### src/rtl/bcd_counter_7seg.sv
// bcd_counter_7seg: N-digit BCD up-counter driven by a single-cycle increment
// pulse, with a time-multiplexed, active-low common-anode 7-segment driver.
// Optional leading-zero blanking; the decimal point is held off.
module bcd_counter_7seg #(
    parameter int N_DIGITS       = 4,
    parameter int REFRESH_CYCLES = 100000,
    parameter bit BLANK_LZ       = 1'b1
) (
    input  logic                    clk,
    input  logic                    rst,
    input  logic                    inc_pulse,
    input  logic                    clear,
    output logic [4*N_DIGITS-1:0]   count_bcd,
    output logic                    overflow,
    output logic [N_DIGITS-1:0]     an,
    output logic [6:0]              seg,
    output logic                    dp
);

    localparam int IDX_W = (N_DIGITS > 1) ? $clog2(N_DIGITS) : 1;
    localparam int REF_W = (REFRESH_CYCLES > 1) ? $clog2(REFRESH_CYCLES) : 1;
    localparam logic [REF_W-1:0] REF_LAST = REF_W'(REFRESH_CYCLES - 1);
    localparam logic [IDX_W-1:0] IDX_LAST = IDX_W'(N_DIGITS - 1);

    // Active-low segment pattern {g,f,e,d,c,b,a} for one BCD digit
    function automatic logic [6:0] seg_pattern(input logic [3:0] d);
        case (d)
            4'd0:    seg_pattern = 7'b1000000;
            4'd1:    seg_pattern = 7'b1111001;
            4'd2:    seg_pattern = 7'b0100100;
            4'd3:    seg_pattern = 7'b0110000;
            4'd4:    seg_pattern = 7'b0011001;
            4'd5:    seg_pattern = 7'b0010010;
            4'd6:    seg_pattern = 7'b0000010;
            4'd7:    seg_pattern = 7'b1111000;
            4'd8:    seg_pattern = 7'b0000000;
            4'd9:    seg_pattern = 7'b0010000;
            default: seg_pattern = 7'b1111111;
        endcase
    endfunction

    logic [4*N_DIGITS-1:0] count_next;
    logic                  carry;
    logic                  wrap;
    logic [REF_W-1:0]      refresh_q;
    logic [IDX_W-1:0]      idx_q;
    logic [3:0]            cur_digit;
    logic                  upper_nz;
    logic                  blank;
    logic [N_DIGITS-1:0]   an_next;
    logic [6:0]            seg_next;

    assign dp = 1'b1;

    // Ripple the increment through the BCD digit chain; carry out of the top digit is the wrap
    always_comb begin
        count_next = count_bcd;
        carry      = inc_pulse;
        for (int unsigned i = 0; i < N_DIGITS; i++) begin
            if (carry) begin
                if (count_bcd[4*i +: 4] == 4'd9) begin
                    count_next[4*i +: 4] = '0;
                end else begin
                    count_next[4*i +: 4] = count_bcd[4*i +: 4] + 4'd1;
                    carry                = 1'b0;
                end
            end
        end
        wrap = carry;
    end

    // Count register and overflow pulse; clear outranks increment
    always_ff @(posedge clk) begin
        if (rst) begin
            count_bcd <= '0;
            overflow  <= 1'b0;
        end else if (clear) begin
            count_bcd <= '0;
            overflow  <= 1'b0;
        end else begin
            count_bcd <= count_next;
            overflow  <= wrap;
        end
    end

    // Free-running refresh timer and digit scan index
    always_ff @(posedge clk) begin
        if (rst) begin
            refresh_q <= '0;
            idx_q     <= '0;
        end else if (refresh_q == REF_LAST) begin
            refresh_q <= '0;
            idx_q     <= (idx_q == IDX_LAST) ? '0 : idx_q + 1'b1;
        end else begin
            refresh_q <= refresh_q + 1'b1;
        end
    end

    // Select the scanned digit and decide whether it is a leading zero to blank
    always_comb begin
        cur_digit = count_bcd[idx_q*4 +: 4];
        upper_nz  = 1'b0;
        for (int unsigned i = 0; i < N_DIGITS; i++) begin
            if (IDX_W'(i) >= idx_q && count_bcd[4*i +: 4] != 4'd0) begin
                upper_nz = 1'b1;
            end
        end
        blank    = BLANK_LZ && (idx_q != '0) && !upper_nz;
        seg_next = blank ? 7'b1111111 : seg_pattern(cur_digit);
        an_next  = ~(N_DIGITS'(1) << idx_q);
    end

    // Register the display outputs one cycle behind index and count
    always_ff @(posedge clk) begin
        if (rst) begin
            an  <= '1;
            seg <= '1;
        end else begin
            an  <= an_next;
            seg <= seg_next;
        end
    end

endmodule

### config.mk
export PLATFORM = sky130hd
export DESIGN_NAME = bcd_counter_7seg
export DESIGN_NICKNAME = d
export VERILOG_FILES = /design/src/rtl/bcd_counter_7seg.sv
export SDC_FILE = /design/constraint.sdc
export NUM_CORES = 1
export LEC_CHECK = 0
export ABC_AREA = 1
export CAP_MARGIN = 10
export CORE_MARGIN = 8
export CORE_UTILIZATION = 50
export DETAILED_ROUTE_END_ITERATION = 10
export GPL_ROUTABILITY_DRIVEN = 1
export PLACE_DENSITY_LB_ADDON = 0.2
export SYNTH_ARGS = -nofsm -noshare
export SYNTH_HDL_FRONTEND = slang
export SYNTH_SLANG_ARGS = --single-unit
export TNS_END_PERCENT = 1
### constraint.sdc
create_clock -name clk -period 1.55 [get_ports clk]
set_clock_uncertainty 0.2 [all_clocks]
set_input_delay 0.31 -clock clk [delete_from_list [all_inputs] [get_ports clk]]
set_output_delay 0.31 -clock clk [all_outputs]
set_load 0.005 [all_outputs]
## Word level (Yosys, flattened, before mapping)

Memories as Yosys holds them, arrays and structs flattened. A register that Yosys moved wholly into a read port is not among the register bits.
Index checks and enable logic that the tools add are counted.

| storage, ports and cells | value |
|---|---|
| register bits after elaboration | 40 |
| latch bits | 0 |
| bits in writable memories | 0 |
| memory bits (read-only) | 112 |
| bits of input ports | 4 |
| output and inout port bits | 29 |
| word-level logic and storage cells | 60 |
| memories | 1 |

| operators by class | value |
|---|---|
| add/subtract/negate cells | 6 |
| multipliers | 0 |
| divide/modulo/power cells | 0 |
| $lt $le $gt $ge | 4 |
| eq/ne operators | 6 |
| shifts and indexed selects | 2 |
| muxes and demuxes | 16 |
| bitwise gates (word level) | 2 |
| reduce and logical (&&, ||, !) cells | 15 |

Memory list:

| name | depth | bits a word | read ports | clocked after memory_dff | write ports | line | RTL |
|---|---|---|---|---|---|---|---|
| (name not given) | 16 | 7 | 1 | 1 | 0 | 27 | `case (d)` |

Operator list:

| cell | count |
|---|---|
| $add A17 B1 Y17 const B | 1 |
| $eq A17 B17 Y1 const B | 1 |
| $add A4 B1 Y4 const B | 4 |
| $eq A4 B4 Y1 const B | 4 |
| $mux W4 | 4 |
| $reduce_bool A4 Y1 | 4 |
| $shiftx A16 B5 Y4 | 1 |
| $mux W1 | 11 |
| $reduce_or A2 Y1 | 3 |
| $logic_and A1 B1 Y1 | 5 |
| $ge A1 B2 Y1 const A | 2 |
| $ge A2 B2 Y1 const A | 2 |
| $not A4 Y4 | 1 |
| $shl A1 B2 Y4 const A | 1 |
| $reduce_or A3 Y1 | 1 |
| $add A2 B1 Y2 const B | 1 |
| $eq A2 B2 Y1 const B | 1 |
| $mux W2 | 1 |
| $reduce_bool A2 Y1 | 1 |
| $logic_not A1 Y1 | 1 |
| $not A1 Y1 | 1 |

## Depth between registers and ports, before layout

Gate-level depths: netlist (run 1).

| depth | value |
|---|---|
| word-level depth | 9 |
| mapped depth | 11 |
| gate-level depth less buffers | 10 |

## Least setup slack after synthesis (run 1)

No wires, ideal clock.

| timing path | value |
|---|---|
| kind | reg2reg |
| from | reg idx_q[0] |
| to | reg seg[5] |
| setup time | 127 ps |
| data arrival time | 1316 ps |
| required time | 1223 ps |
| slack | -93 ps |
| cell stages (with the launch flop) | 12 |
| buffers on the path | 1 |
| period minus slack after synthesis | 1643 ps |
| cells stage by stage | dfxtp_1 buf_6 inv_4 nand2_1 nand3_1 nand2_1 inv_1 ha_1 inv_1 nand3_1 nand3_1 nand3_1 |

| between the ends | value |
|---|---|
| longest elaborated chain between the ends | 9 |
| elaborated cells on any way between the ends | 17 |
| those cells by class | 4 x order compare; 1 x shift; 4 x mux; 8 x reduce/logical |

Ends and longest elaborated chain:

| item | line | RTL |
|---|---|---|
| from (decl) | 46 | `logic [IDX_W-1:0] idx_q;` |
| from (signal assigned) | 93 | `idx_q <= (idx_q == IDX_LAST) ? '0 : idx_q + 1'b1;` |
| $ge A1 B2 Y1 | 104 | `if (IDX_W'(i) >= idx_q && count_bcd[4*i +: 4] != 4'd0) begin` |
| $logic_and A1 B1 Y1 | 104 |  |
| $mux W1 (4 in a row) | 104 |  |
| $logic_not A1 Y1 | 108 | `blank = BLANK_LZ && (idx_q != '0) && !upper_nz;` |
| $logic_and A1 B1 Y1 | 108 |  |
| $reduce_or A2 Y1 (no line) | n/a |  |
| to (decl) | 16 | `output logic [6:0] seg,` |

Parallel ways exist; a longest one is shown, timed or not.
A chain may end at the register's enable or synchronous reset.

## Worst setup path in the final report (run 1)

| timing path | value |
|---|---|
| from | reg idx_q[0] |
| to | reg seg[3] |

The elaborated chain is that of the path after synthesis.

==> summary.txt, run 1 <==
Final layout
  – Area of the multi-input gates: ~1500 µm²
  – Final nets: approximately 450
  – Layout cells sized above 1: 22.53%
  – Filler instances: approximately 470
  – Design Area, Final: 3329 µm²
  – Antenna Cells: 0
  – Area growth from synthesis to layout: 28.36%
  – Area used by sequential logic in the layout: slightly below 1000 µm²

Timing
  – Setup repair after global routing missed its margin: true
  – Period utilization: 103.4%
  – Least setup slack across all paths after layout: -0.05227 ns
  – Hold Vio Cnt, Final: 0
  – Max Freq: between 0.6 and 0.7 GHz
  – Min Clock Period, post-route: 1.602 ns
  – Number of max-slew violations in the final report: 0
  – Setup-failing EPs final: 6

Synth
  – Area fraction in compound gates after synthesis: 4.245%
  – Total standard cell area after synthesis: roughly 2600 µm²
  – Arithmetic-cell share of the synthesized area counting full adders, half adders and majority gates: approximately 5.3%
  – Post-synthesis register bit count: 47
  – Basic-gate share of the synthesized area counting and, or, nand and nor cells: between 40% and 50%
  – Ys Warns: 0
  – Main combinational cell family by area after synthesis: simple AND/OR/NAND/NOR gates
  – Proportion of synthesized chip area in sequential cells: a little over a third
  – Multiplexer fraction of the synthesized cell area: 0%
  – Synthesized-area fraction occupied by xor and xnor cells: between 3 and 4%
  – Avg Synthesized Cell Area: around 7 µm²
  – Gate count after technology mapping: about 370
  – Total nets after synthesis: between 300 and 400
  – Synth cell types: 31

Clock network
  – Number of clock buffers inserted by TritonCTS: 5
  – Sinks on the clock net: between 40 and 50
  – Count of hold-fix buffers inserted at cts: 0
  – CTS max path bufs: 2
  – Worst skew pair latency: 0.30 ns
  – Clock root buffer: sky130_fd_sc_hd__clkbuf_8
  – Clk slew on worst S/H paths: around 0.08 ns
  – Clock tree from TritonCTS: yes
  – H-Tree Level Count: 2

Route
  – ANT nets after route: 0
  – Drc violations: 0
  – Count of routing violations after the opening detailed-route iteration: around 130
  – Post-detailed-routing wire length: about 5.7 mm
  – Total vias in the final route: 2446
  – Number of iterations in the first detailed-routing pass: 4
  – Via-per-instance ratio: just under 5
  – Wire length per cell: about 11 µm

Floorplanning
  – Standard-cell row count: 26
  – Placeable core region: 5042 µm²
  – Starting density of the core: 51.44%
  – Vertical die dimension: between 80 and 90 µm
  – Area enclosed by the die boundary: about 7700 µm²
  – Horizontal extent of the die: 88.03 µm
  – Top-level I/O count: 33

Pwr
  – LEAKAGE: approximately 1.5 nW
  – Design internal power: 1.586 mW
  – Switch Pwr: ~0.48 mW
  – Switching portion of total power: 23.20%
  – Clock share of power: 35.2%
  – Power density of the placed cells: 620.1 nW/µm²
  – Overall power after layout: 2.065 mW
  – Peak VDD IR: approximately 0.35 mV
  – Relative contribution of combinational cells to total power: about 5.4%
  – Seq pwr share: around three fifths

Worst setup path
  – Startpoint of the most critical register-to-register path: idx_q[0]$_SDFFE_PP0N_
  – Category of the worst setup path launch point: register
  – Nature of the critical path endpoint: register
  – CP max FO: 10
  – Critical setup path kind: register to register
  – Required @ worst endpoint: approximately 1.5 ns
  – Worst setup path startpoint: idx_q[0]$_SDFFE_PP0N_
  – Worst EP arrival: 1.59 ns

GRT
  – Maximum number of pins on one net before global-route repair: 18
  – Total global routing overflow: 0
  – Initial antenna violation count: 0
  – Overall routing resource usage: between 10% and 20%
  – Wire length of the first global-routing pass: between 9 and 10 mm
  – Number of global-route vias before repair: between 2000 and 2500

Run status
  – Status: complete, but fails checks
  – Violations in the final reports: setup timing

Place
  – HPWL after detailed placement: around 4.2 mm
  – Dpl ws: -0.1882 ns
  – RD Place Congestion: ~0.85
  – Post-Place Cell Area: 3196 µm²
  – Count of port buffers added during placement: 31

Run
  – Max-capacitance violation count: 0

Worst hold path
  – Hold Crit Start: refresh_q[0]$_SDFF_PP0_
  – Class of the tightest hold or removal check: register to register
[power by group through the flow]
stage	Sequential [mW]	Combinational [mW]	Clock [mW]
2_1_floorplan	1.27	0.0608	0
3_3_place_gp	1.26	0.118	0
3_5_place_dp	1.26	0.121	0
4_1_cts	1.23	0.113	0.752
5_1_grt	1.23	0.127	0.794
6_report	1.23	0.112	0.727
[flip-flops by register name (all words and copies together) (netlist names)]
signal     count
count_bcd     16
idx_q          2
seg            7
overflow       1
an             4
refresh_q     17
[stage by stage]
step | setup TNS [ns] | util [%] | hold WS [ns] | instances
6_report | -0.07909 | 66.03 | 0.2489 | 505
3_3_place_gp | -3.521 | 63.37 | 0.2328 | 495
3_5_place_dp | -3.831 | 63.37 | 0.2367 | 495
4_1_cts | -0.3321 | 65.04 | 0.2548 | 503
5_1_grt | -1.090 | 66.03 | 0.2875 | 505
2_1_floorplan | -0.002440 | - | 0.2175 | 369
[path summary, 6_finish.rpt]
path                                  end  slack (ns)  cells after the start
setup / recovery        seg[3]$_SDFF_PP1_       -0.05                      8
hold / removal    refresh_q[0]$_SDFF_PP0_        0.25                      1
setup reg to reg        seg[3]$_SDFF_PP1_       -0.05                      8
hold reg to reg   refresh_q[0]$_SDFF_PP0_        0.25                      1
[layout by cell type (no fill, tap or decap), types with 2 or more instances in the layout]
| cell type | synthesis | final |
|---|---|---|
| sky130_fd_sc_hd__clkbuf_8 | 0 | 5 |
| sky130_fd_sc_hd__clkdlybuf4s50_1 | 0 | 3 |
| sky130_fd_sc_hd__buf_4 | 1 | 32 |
| sky130_fd_sc_hd__nand2_4 | 2 | 3 |
| sky130_fd_sc_hd__nand4_1 | 9 | 9 |
| sky130_fd_sc_hd__dfxtp_2 | 0 | 9 |
| sky130_fd_sc_hd__nand3_2 | 3 | 5 |
| sky130_fd_sc_hd__xor2_1 | 9 | 9 |
| sky130_fd_sc_hd__nand2_1 | 102 | 97 |
| sky130_fd_sc_hd__dfxtp_1 | 47 | 32 |
| sky130_fd_sc_hd__o21ai_0 | 8 | 8 |
| sky130_fd_sc_hd__nor2_4 | 3 | 3 |
| sky130_fd_sc_hd__nor2_2 | 3 | 3 |
| sky130_fd_sc_hd__nor3_1 | 2 | 2 |
| sky130_fd_sc_hd__ha_1 | 11 | 10 |
| sky130_fd_sc_hd__inv_1 | 30 | 27 |
| sky130_fd_sc_hd__a21oi_1 | 14 | 14 |
| sky130_fd_sc_hd__inv_2 | 6 | 9 |
| sky130_fd_sc_hd__nor2_1 | 56 | 56 |
| sky130_fd_sc_hd__nand3_1 | 37 | 34 |
| sky130_fd_sc_hd__nand3_4 | 3 | 4 |
| sky130_fd_sc_hd__xnor2_1 | 2 | 2 |
| sky130_fd_sc_hd__nand2_2 | 7 | 11 |
| sky130_fd_sc_hd__dlygate4sd2_1 | 0 | 27 |
| sky130_fd_sc_hd__clkbuf_1 | 0 | 2 |
| sky130_fd_sc_hd__dfxtp_4 | 0 | 6 |
[logic make-up after synthesis]
group / count (synthesis)
buf+inv: 44
flops: 47
fa+ha+maj: 11
compound gates: 22
simple gates: 233
other cells: 1
xor+xnor: 11
[cell type report]
cell class,count,share of cell area (%)
multi-input combinational,278,45.02
clock inverter,1,0.1503
tap,70,2.631
sequential,47,29.27
timing repair buffer,64,16.20
inverter,38,4.434
clock buffer,7,2.292
[cell usage after synthesis]
master | number | area share (%)
sky130_fd_sc_hd__a21oi_1 | 14 | 2.7
sky130_fd_sc_hd__and2_1 | 1 | 0.24
sky130_fd_sc_hd__buf_2 | 2 | 0.39
sky130_fd_sc_hd__buf_4 | 1 | 0.29
sky130_fd_sc_hd__buf_6 | 3 | 1.3
sky130_fd_sc_hd__clkinv_1 | 1 | 0.14
sky130_fd_sc_hd__conb_1 | 1 | 0.14
sky130_fd_sc_hd__dfxtp_1 | 47 | 36
sky130_fd_sc_hd__ha_1 | 11 | 5.3
sky130_fd_sc_hd__inv_1 | 30 | 4.3
sky130_fd_sc_hd__inv_2 | 6 | 0.87
sky130_fd_sc_hd__inv_4 | 1 | 0.24
sky130_fd_sc_hd__nand2_1 | 102 | 15
sky130_fd_sc_hd__nand2_2 | 7 | 1.7
sky130_fd_sc_hd__nand2_4 | 2 | 0.87
sky130_fd_sc_hd__nand3_1 | 37 | 7.1
sky130_fd_sc_hd__nand3_2 | 3 | 1.2
sky130_fd_sc_hd__nand3_4 | 3 | 2.0
sky130_fd_sc_hd__nand4_1 | 9 | 2.2
sky130_fd_sc_hd__nand4_2 | 1 | 0.48
sky130_fd_sc_hd__nor2_1 | 56 | 8.1
sky130_fd_sc_hd__nor2_2 | 3 | 0.72
sky130_fd_sc_hd__nor2_4 | 3 | 1.3
sky130_fd_sc_hd__nor2_8 | 1 | 0.77
sky130_fd_sc_hd__nor3_1 | 2 | 0.39
sky130_fd_sc_hd__nor3_2 | 1 | 0.39
sky130_fd_sc_hd__nor3b_1 | 1 | 0.29
sky130_fd_sc_hd__o21ai_0 | 8 | 1.5
sky130_fd_sc_hd__or2_2 | 1 | 0.24
sky130_fd_sc_hd__xnor2_1 | 2 | 0.68
sky130_fd_sc_hd__xor2_1 | 9 | 3.0
[routing by layer]
| layer | wire length (µm) | vias to the layer above | track usage, % |
|---|---|---|---|
| met4 | 84 | 0 | 5.837 |
| li1 | - | 1298 | - |
| met2 | 2681 | 47 | 25.99 |
| met5 | 0 | - | 0 |
| met1 | 2715 | 1091 | 18.01 |
| met3 | 243 | 10 | 3.096 |
[critical path, cell delays in order (launching register included)]
cell and delay (ns):
sky130_fd_sc_hd__dfxtp_4 0.39, sky130_fd_sc_hd__inv_6 0.10, sky130_fd_sc_hd__nand2_1 0.07, sky130_fd_sc_hd__nand3_1 0.09, sky130_fd_sc_hd__nand2_2 0.10, sky130_fd_sc_hd__ha_1 0.29
sky130_fd_sc_hd__nand3_1 0.10, sky130_fd_sc_hd__nand3_1 0.09, sky130_fd_sc_hd__nand3_1 0.07
[what timing repair did]
item                                    in CTS  in global routing
endpoints found under the hold margin        0                  0
pin swaps                                    3                  6
endpoints found under the setup margin      35                 27
buffers inserted                             0                  2
gates resized for setup                     48                 12
Power figures use the tool's default switching activity.
==> inputs of run 2 (changes only) <==
CTS_CLUSTER_DIAMETER = 200   (was default)
==> results of run 2 <==
Final layout, timing and power as in run 1 (identical DEF).
